## src/rtl/apb_slave_mem.sv

```systemverilog
`default_nettype none
// ============================================================================
// apb_slave_mem : word-addressed APB3 completer memory with registered outputs.
// Optional wait states are enabled by defining APB_SLV_WAIT_EN.
// Revision      : 1.0
// ============================================================================
module apb_slave_mem #(
    parameter int          DEPTH       = 64,
    parameter logic [31:0] BASE_ADDR   = 32'h0000_0000,
    parameter int          WAIT_CYCLES = 2
) (
    input  logic        clk,
    input  logic        PRESETn,
    input  logic        PSEL1,
    input  logic        PENABLE,
    input  logic        PWRITE,
    input  logic [31:0] PADDR,
    input  logic [31:0] PWDATA,
    output logic [31:0] PRDATA,
    output logic        PREADY,
    output logic        PSLVERR
);

    localparam int          c_IDXW = $clog2(DEPTH);
    localparam logic [31:0] c_SPAN = 32'(DEPTH * 4);

    typedef enum logic [1:0] {
        S_IDLE  = 2'd0,
        S_WAIT  = 2'd1,
        S_READY = 2'd2
    } state_t;

    state_t            r_state;
    state_t            w_state_nxt;
    logic [31:0]       r_mem [DEPTH];
    logic [31:0]       r_prdata;
    logic [31:0]       w_prdata_nxt;
    logic              r_pready;
    logic              w_pready_nxt;
    logic              r_pslverr;
    logic              w_pslverr_nxt;
    logic              r_write;
    logic              r_err;
    logic [c_IDXW-1:0] r_idx;
    logic [31:0]       r_wdata;
    logic              w_latch;
    logic              w_mem_we;
    logic              w_go_wait;

    // 33-bit offset: bit 32 flags addresses below BASE_ADDR without a
    // separate magnitude compare.
    logic [32:0]       w_diff;
    logic              w_err;
    logic [c_IDXW-1:0] w_idx;

    assign w_diff = {1'b0, PADDR} - {1'b0, BASE_ADDR};
    assign w_err  = (w_diff[1:0] != 2'b00) | w_diff[32] | (w_diff[31:0] >= c_SPAN);
    assign w_idx  = w_diff[c_IDXW+1:2];

`ifdef APB_SLV_WAIT_EN
    localparam logic [3:0] c_WAIT = 4'(WAIT_CYCLES);

    logic [3:0] r_cnt;
    logic [3:0] w_cnt_nxt;

    assign w_go_wait = (c_WAIT != 4'd0);

    always_ff @(posedge clk or negedge PRESETn) begin
        if (!PRESETn) begin
            r_cnt <= 4'd0;
        end else begin
            r_cnt <= w_cnt_nxt;
        end
    end
`else
    logic [3:0] w_unused_wait;

    assign w_unused_wait = 4'(WAIT_CYCLES);
    assign w_go_wait     = 1'b0;
`endif

    always_comb begin
        w_state_nxt   = r_state;
        w_pready_nxt  = r_pready;
        w_pslverr_nxt = r_pslverr;
        w_prdata_nxt  = r_prdata;
        w_latch       = 1'b0;
        w_mem_we      = 1'b0;
`ifdef APB_SLV_WAIT_EN
        w_cnt_nxt     = r_cnt;
`endif
        case (r_state)
            S_IDLE: begin
                if (PSEL1 && !PENABLE) begin
                    w_latch = 1'b1;
                    if (w_go_wait) begin
                        w_state_nxt = S_WAIT;
`ifdef APB_SLV_WAIT_EN
                        w_cnt_nxt   = c_WAIT;
`endif
                    end else begin
                        w_state_nxt   = S_READY;
                        w_pready_nxt  = 1'b1;
                        w_pslverr_nxt = w_err;
                        w_prdata_nxt  = (!PWRITE && !w_err) ? r_mem[w_idx] : 32'd0;
                    end
                end
            end
`ifdef APB_SLV_WAIT_EN
            S_WAIT: begin
                if (!PSEL1) begin
                    w_state_nxt = S_IDLE;
                end else if (PENABLE) begin
                    w_cnt_nxt = r_cnt - 4'd1;
                    if (r_cnt == 4'd1) begin
                        w_state_nxt   = S_READY;
                        w_pready_nxt  = 1'b1;
                        w_pslverr_nxt = r_err;
                        w_prdata_nxt  = (!r_write && !r_err) ? r_mem[r_idx] : 32'd0;
                    end
                end
            end
`endif
            S_READY: begin
                if (!PSEL1) begin
                    w_state_nxt   = S_IDLE;
                    w_pready_nxt  = 1'b0;
                    w_pslverr_nxt = 1'b0;
                    w_prdata_nxt  = 32'd0;
                end else if (PENABLE) begin
                    w_mem_we      = r_write && !r_err;
                    w_state_nxt   = S_IDLE;
                    w_pready_nxt  = 1'b0;
                    w_pslverr_nxt = 1'b0;
                    w_prdata_nxt  = 32'd0;
                end
            end
            default: begin
                w_state_nxt   = S_IDLE;
                w_pready_nxt  = 1'b0;
                w_pslverr_nxt = 1'b0;
                w_prdata_nxt  = 32'd0;
            end
        endcase
    end

    always_ff @(posedge clk or negedge PRESETn) begin
        if (!PRESETn) begin
            r_state   <= S_IDLE;
            r_prdata  <= 32'd0;
            r_pready  <= 1'b0;
            r_pslverr <= 1'b0;
            r_write   <= 1'b0;
            r_err     <= 1'b0;
            r_idx     <= '0;
            r_wdata   <= 32'd0;
        end else begin
            r_state   <= w_state_nxt;
            r_prdata  <= w_prdata_nxt;
            r_pready  <= w_pready_nxt;
            r_pslverr <= w_pslverr_nxt;
            if (w_latch) begin
                r_write <= PWRITE;
                r_err   <= w_err;
                r_idx   <= w_idx;
                r_wdata <= PWDATA;
            end
        end
    end

    // Memory is written only on the completion edge, from the latched setup values.
    always_ff @(posedge clk or negedge PRESETn) begin
        if (!PRESETn) begin
            for (int i = 0; i < DEPTH; i++) begin
                r_mem[i] <= 32'd0;
            end
        end else if (w_mem_we) begin
            r_mem[r_idx] <= r_wdata;
        end
    end

    assign PRDATA  = r_prdata;
    assign PREADY  = r_pready;
    assign PSLVERR = r_pslverr;

endmodule
`default_nettype wire

```

## config.mk

```make
export PLATFORM = sky130hd
export DESIGN_NAME = apb_slave_mem
export DESIGN_NICKNAME = d
export VERILOG_FILES = /design/src/rtl/apb_slave_mem.sv
export SDC_FILE = /design/constraint.sdc
export NUM_CORES = 2
export LEC_CHECK = 0
export CAP_MARGIN = 30
export CORE_AREA = 10 10 502 504
export CTS_CLUSTER_DIAMETER = 50
export CTS_CLUSTER_SIZE = 14
export DETAILED_ROUTE_END_ITERATION = 12
export DIE_AREA = 0 0 512 514
export GPL_ROUTABILITY_DRIVEN = 1
export PLACE_DENSITY_LB_ADDON = 0.08
export SETUP_SLACK_MARGIN = 0.3
export SYNTH_ARGS = -nofsm -noshare
export SYNTH_HDL_FRONTEND = slang
export SYNTH_SLANG_ARGS = --single-unit
```

## constraint.sdc

```tcl
create_clock -name clk -period 2.27 [get_ports clk]
set_input_delay 0.3405 -clock clk [delete_from_list [all_inputs] [get_ports clk]]
set_output_delay 0.3405 -clock clk [all_outputs]
set_load 0.01 [all_outputs]
```

* Word level (Yosys, flattened, before mapping)
Cells that the tools add are included.
** Operators by class
- $add $sub $neg :: 0
- Multiply operators :: 0
- Divide/modulo/power cells :: 0
- $lt $le $gt $ge :: 4
- Equal/unequal tests :: 3
- Shift-type cells :: 0
- Multiplexer cells :: 26
- Bitwise operators :: 3
- Reductions and logical operators :: 11
** Operator list (count)
- 2048-bit bitwise mux :: 1
- 32-bit 2-to-1 mux :: 7
- 32-bit binary-select mux with 6-bit select :: 1
- 32-bit demux with 6-bit select :: 1
- 32-bit one-hot mux with 2 select lines :: 1
- 32-bit by 9-bit greater-or-equal comparator with 1-bit output, second input constant :: 1
- 7-bit greater-or-equal comparator, second input constant :: 2
- 6-bit NOT with 7-bit output :: 2
- 1-bit 2-to-1 mux :: 9
- 7-bit by 1-bit < comparator with 1-bit output, second input constant :: 1
- 2-bit 2-to-1 mux :: 3
- 1-bit logical AND :: 4
- 1-bit zero test :: 4
- 1-bit one-hot mux with 2 select lines :: 2
- 2-bit one-hot mux with 2 select lines :: 1
- 3-bit inequality test, second input constant :: 1
- 2-bit equality test, second input constant :: 1
- 2-bit zero test :: 1
- 2-bit inequality test, second input constant :: 1
- 2-bit AND reduction :: 1
- 2-bit nonzero test :: 1
- 1-bit OR :: 1
** Storage, ports and cells
- Bits in registers :: 2124
- Bits in latches :: 0
- Memory bits (writable) :: 0
- Memory bits (read-only) :: 0
- Input bits :: 69
- Output and inout port bits :: 34
- Word-level logic and storage cells :: 119
- Memories :: 0

* Depth between registers and ports, before layout
- Depth in word-level cells :: 7
- Mapped depth :: 10
- Gate-level depth less buffers :: 6

* Least setup slack after synthesis
No wires, ideal clock.
- Kind :: flip-flop to flip-flop
- From :: register PREADY (netlist name)
- To :: register r_prdata[15], in the netlist PRDATA[15]
- Library setup time :: 0.086 ns
- Data arrival time :: 2.287 ns
- Data required time :: 2.184 ns
- Slack :: -0.102 ns
- Stages on the path, launching flop included :: 10
- Buffers on the path :: 3
- Clock period less this slack :: 2.372 ns
- Cells stage by stage :: dfrtp_1 > inv_1 > ha_1 > clkbuf_1 > or3_1 > nor3_1 > clkbuf_1 > clkbuf_1 > nand4_1 > a32oi_1
** RTL lines
- to (signal assigned) :: line 159 : r_prdata <= w_prdata_nxt;
- to (decl) :: line 36 : logic [31:0] r_prdata;

* Worst setup path after layout
- From :: register r_err
- To :: register r_mem[174] (netlist name)
** Between the ends
- Word-level cells in the longest chain between the ends :: 5
** RTL lines
- from (decl) :: line 43 : logic r_err;
- from (signal assigned) :: line 164 : r_err <= w_err;
- 1-bit zero test :: line 131 : w_mem_we = r_write && !r_err;
- 1-bit logical AND :: line 131
- 1-bit 2-to-1 mux :: line 130 : end else if (PENABLE) begin
- 1-bit 2-to-1 mux :: line 125 : if (!PSEL1) begin
- 1-bit 2-to-1 mux :: line 92 : case (r_state)
- to (signal, indexed assignment) :: line 178 : r_mem[r_idx] <= r_wdata;
- to (decl) :: line 35 : logic [31:0] r_mem [DEPTH];
No other way between the ends.
A chain may end at the register's enable or synchronous reset.

==> key figures <==
Die
  • CORE AREA: 0.242 mm²
  • Site row count: 181
  • Initial Util: 39.7%
  • Chip width: 512 µm
  • Die area: 0.263 mm²
  • Die Span Y: 514 µm
  • Num ports: 103

Synthesis
  • Synth Area in XOR/XNOR: 0.00912%
  • Synth Warn #: 0
  • Largest area contributor in the netlist: dfrtp_1
  • Top_reg_cell synth: dfrtp_1
  • Mean Syn Cell Area: 15.6 µm²
  • Adder-cell area share of the yosys netlist: 0.0130%
  • Post-synth top area share: 55.3%
  • Yosys cell types: 66
  • Synthesized flop and latch total: 2122
  • Post-synthesis compound-gate area fraction: 2.13%
  • Async SR Flop Fraction: 100%
  • Cell count after synthesis: 6171
  • Simple-Gate Fraction of Synth Area: 1.76%
  • Synth top area cells: dfrtp_1 (55%), mux2_2 (25%), mux4_2 (10%)
  • Post-Syn Area: 0.0961 mm²
  • Post-synthesis mux area share: 37.6%
  • Sequential share of the synthesized area: 55.3%
  • Synthesized Nets: 6241
  • Post-synth EDFFs: 0
  • Largest family of logic cells by synthesized area: multiplexers

Route
  • Vias per inst: 5.63
  • DRT antenna net count: 0
  • Number of remaining DRC errors: 0
  • Final wirelength: 305000 µm
  • Via count: 57326
  • WL/cell: 30.0 µm
  • Pre-antenna DRT Iters: 5
  • First DRT Iteration DRCs: 3822

STA
  • Fin crit share: 111%
  • Worst Skew: 0.0583 ns
  • Setup TNS: -117.81 ns
  • Setup WS post-layout: -0.255 ns
  • Slew headroom: 26.0%
  • Setup violations, final: 1228
  • Minimum clock period: 2.52 ns
  • Fmax: 396 MHz
  • Final hold violation count: 0
  • RSZ-0062 raised after global routing: true
  • Hold WS: 0.0695 ns
  • Slew Viols, Final: 0
  • Actual slew at the worst max-slew pin: 1.11 ns

Critical path
  • Data arrival time of the critical path: 3.32 ns
  • Worst Reg-to-Reg Cells: 8
  • Reg2reg start: r_err$_DFFE_PN0P_
  • Worst reg2reg endpoint: r_mem[174]$_DFFE_PN0P_
  • Setup CP Type: register to register
  • Critical path launch point type: register
  • CP max FO: 7
  • Worst endpoint required time: 3.07 ns
  • Critical Path Sink Type: register
  • R2r setup slk: -0.25 ns

Placed design
  • Placed inst area: 0.107 mm²
  • GP Congestion: 0.781
  • Buffers on Ports: 102
  • HPWL after DPL: 190000 µm

Pwr
  • LEAKAGE: 57.4 nW
  • Maximum vdd ir drop: 650 µV
  • Cell Pwr Density: 834 mW/mm²

Clock tree
  • CTS Buf Count: 288
  • CTS HTree Levels: 5
  • CTS Buffer Depth: 4
  • Reg clk slew, reported paths: 0.05 ns
  • CTS tree: built
  • CTS root buf: clkbuf_16
  • CTS Sinks: 2122
  • Clock latency on the worst-skew pair: 0.92 ns

GRT
  • Largest net degree at the start of global routing: 109
  • Number of global-route vias before repair: 60823
  • First-pass GRT wire length: 437000 µm
  • Initial antenna violation count: 9
  • Grt ovf: 0
  • GRT Overall Usage: 22.2%

Layout
  • Final Cell Area: 0.120 mm²
  • Share of cells above drive strength 1: 57.1%
  • # fillers: 20430
  • Area delta synth->final: 24.6%
  • Nets@finish: 6834

Status
  • Status: complete, but fails checks
  • Failing checks: setup timing

Worst hold path
  • Worst Hold Path EP: r_wdata[9]$_DFFE_PN0P_
  • Hold path start: PWDATA[9]
  • Worst hold path type: primary input to register
  • Hold Path Stages: 2

Flow run
  • # Max-Cap Violations: 0
sequential cells by signal, summed over array words and instances, names as in the netlist:
signal and count:
r_write 1, PRDATA 32, PSLVERR 1, r_idx 6, r_err 1, r_wdata 32, r_mem 2048, PREADY 1
cells in the final DEF (no fill, tap or decap), types with 62 or more instances in the layout:
cell type           n
dfrtp_1          2086
mux2_2           1965
buf_4             461
mux4_2            425
clkbuf_16         320
buf_12            284
mux2i_1           233
mux2_4            156
clkdlybuf4s50_1    91
o22ai_1            90
nor2_1             63
nand2_1            62
synthesized netlist by cell type (13+ instances only):
cell       count
mux2i_1      233
mux2_2      2108
nor2b_1       21
nor2_1       103
nand4_1       14
clkbuf_1     261
a211oi_1      32
buf_1         46
nor4_1        26
mux4_2       425
buf_4         71
a22oi_1       24
dfrtp_1     2122
a2111oi_0     13
o22ai_1       93
nand2_1       78
mux2_1        42
a22o_1        14
buf_2        219
buf_6         26
a221oi_1      13
o21ai_0       19
metrics by stage:
step	instances	power, mW	setup WS (ns)	utilization [%]
6_report	10181	99.9	-0.255	49.5
3_3_place_gp	9577	53.9	-0.746	44.3
4_1_cts	10117	101	-0.330	48.8
3_5_place_dp	9578	54.1	-0.756	44.3
5_1_grt	10177	104	-0.339	49.5
2_1_floorplan	6171	46.4	0.200	-
routing by layer:
metal  vias up  global-route usage, %  share of wire, %
li1      24215                      -                 -
met1     31576                   31.6                46
met2      1077                   35.9                48
met3       456                   2.90               3.7
met4         2                   5.71               2.7
met5         -                      0            0.0052
worst max path at each step:
stage | from | endpoint | slack (ns) | cells after the start
finish | r_err$_DFFE_PN0P_ | r_mem[174]$_DFFE_PN0P_ | -0.25 | 8
global route | r_err$_DFFE_PN0P_ | r_mem[363]$_DFFE_PN0P_ | -0.34 | 7
CTS | r_err$_DFFE_PN0P_ | r_mem[1197]$_DFFE_PN0P_ | -0.33 | 7
detailed placement | PSEL1 | PRDATA[1]$_DFFE_PN0P_ | -0.76 | 10
global placement | PSEL1 | r_mem[686]$_DFFE_PN0P_ | -0.75 | 8
floorplan | r_err$_DFFE_PN0P_ | r_mem[789]$_DFFE_PN0P_ | 0.20 | 7
what timing repair did:
action                                  CTS  global route
setup buffers                             6            20
gates cloned                             12            35
gates resized for setup                 105           168
setup endpoints to repair              2114          2113
hold buffers                             24             0
pin swaps                                 4            10
endpoints found under the hold margin  1053             0
cell families after synthesis:
kind of cell / after synthesis
muxes: 2808
DFF: 2122
buffers and inverters: 629
and+or+nand+nor: 331
AOI/OAI and AO/OA: 279
xor gates and xnor gates: 1
adders and majority gates: 1
report_power, final:
part | switching, mW | internal (mW)
clock network | 17.9 | 28.4
logic | 9.35 | 3.97
registers | 1.65 | 38.7
total | 28.9 | 71.0
layout make-up:
class | count | area (µm²) | share of cell area, %
Clock buffer | 344 | 7820 | 6.53
Inverter | 4 | 15.0 | 0.0125
Sequential cell | 2122 | 53200 | 44.4
Multi-Input combinational cell | 3420 | 41100 | 34.4
Timing Repair Buffer | 928 | 11700 | 9.77
Tap cell | 3202 | 4010 | 3.35
Antenna cell | 8 | 20.0 | 0.0167
Clock inverter | 153 | 1890 | 1.58
worst max-delay path, stage by stage (launching register included):
cell,delay (ns)
dfrtp_1,0.37
and4b_2,0.33
nand3b_1,0.18
buf_6,0.18
or3b_4,0.47
nor2_4,0.16
buf_4,0.18
clkbuf_16,0.19
mux2_2,0.33
Power figures use the tool's default switching activity.
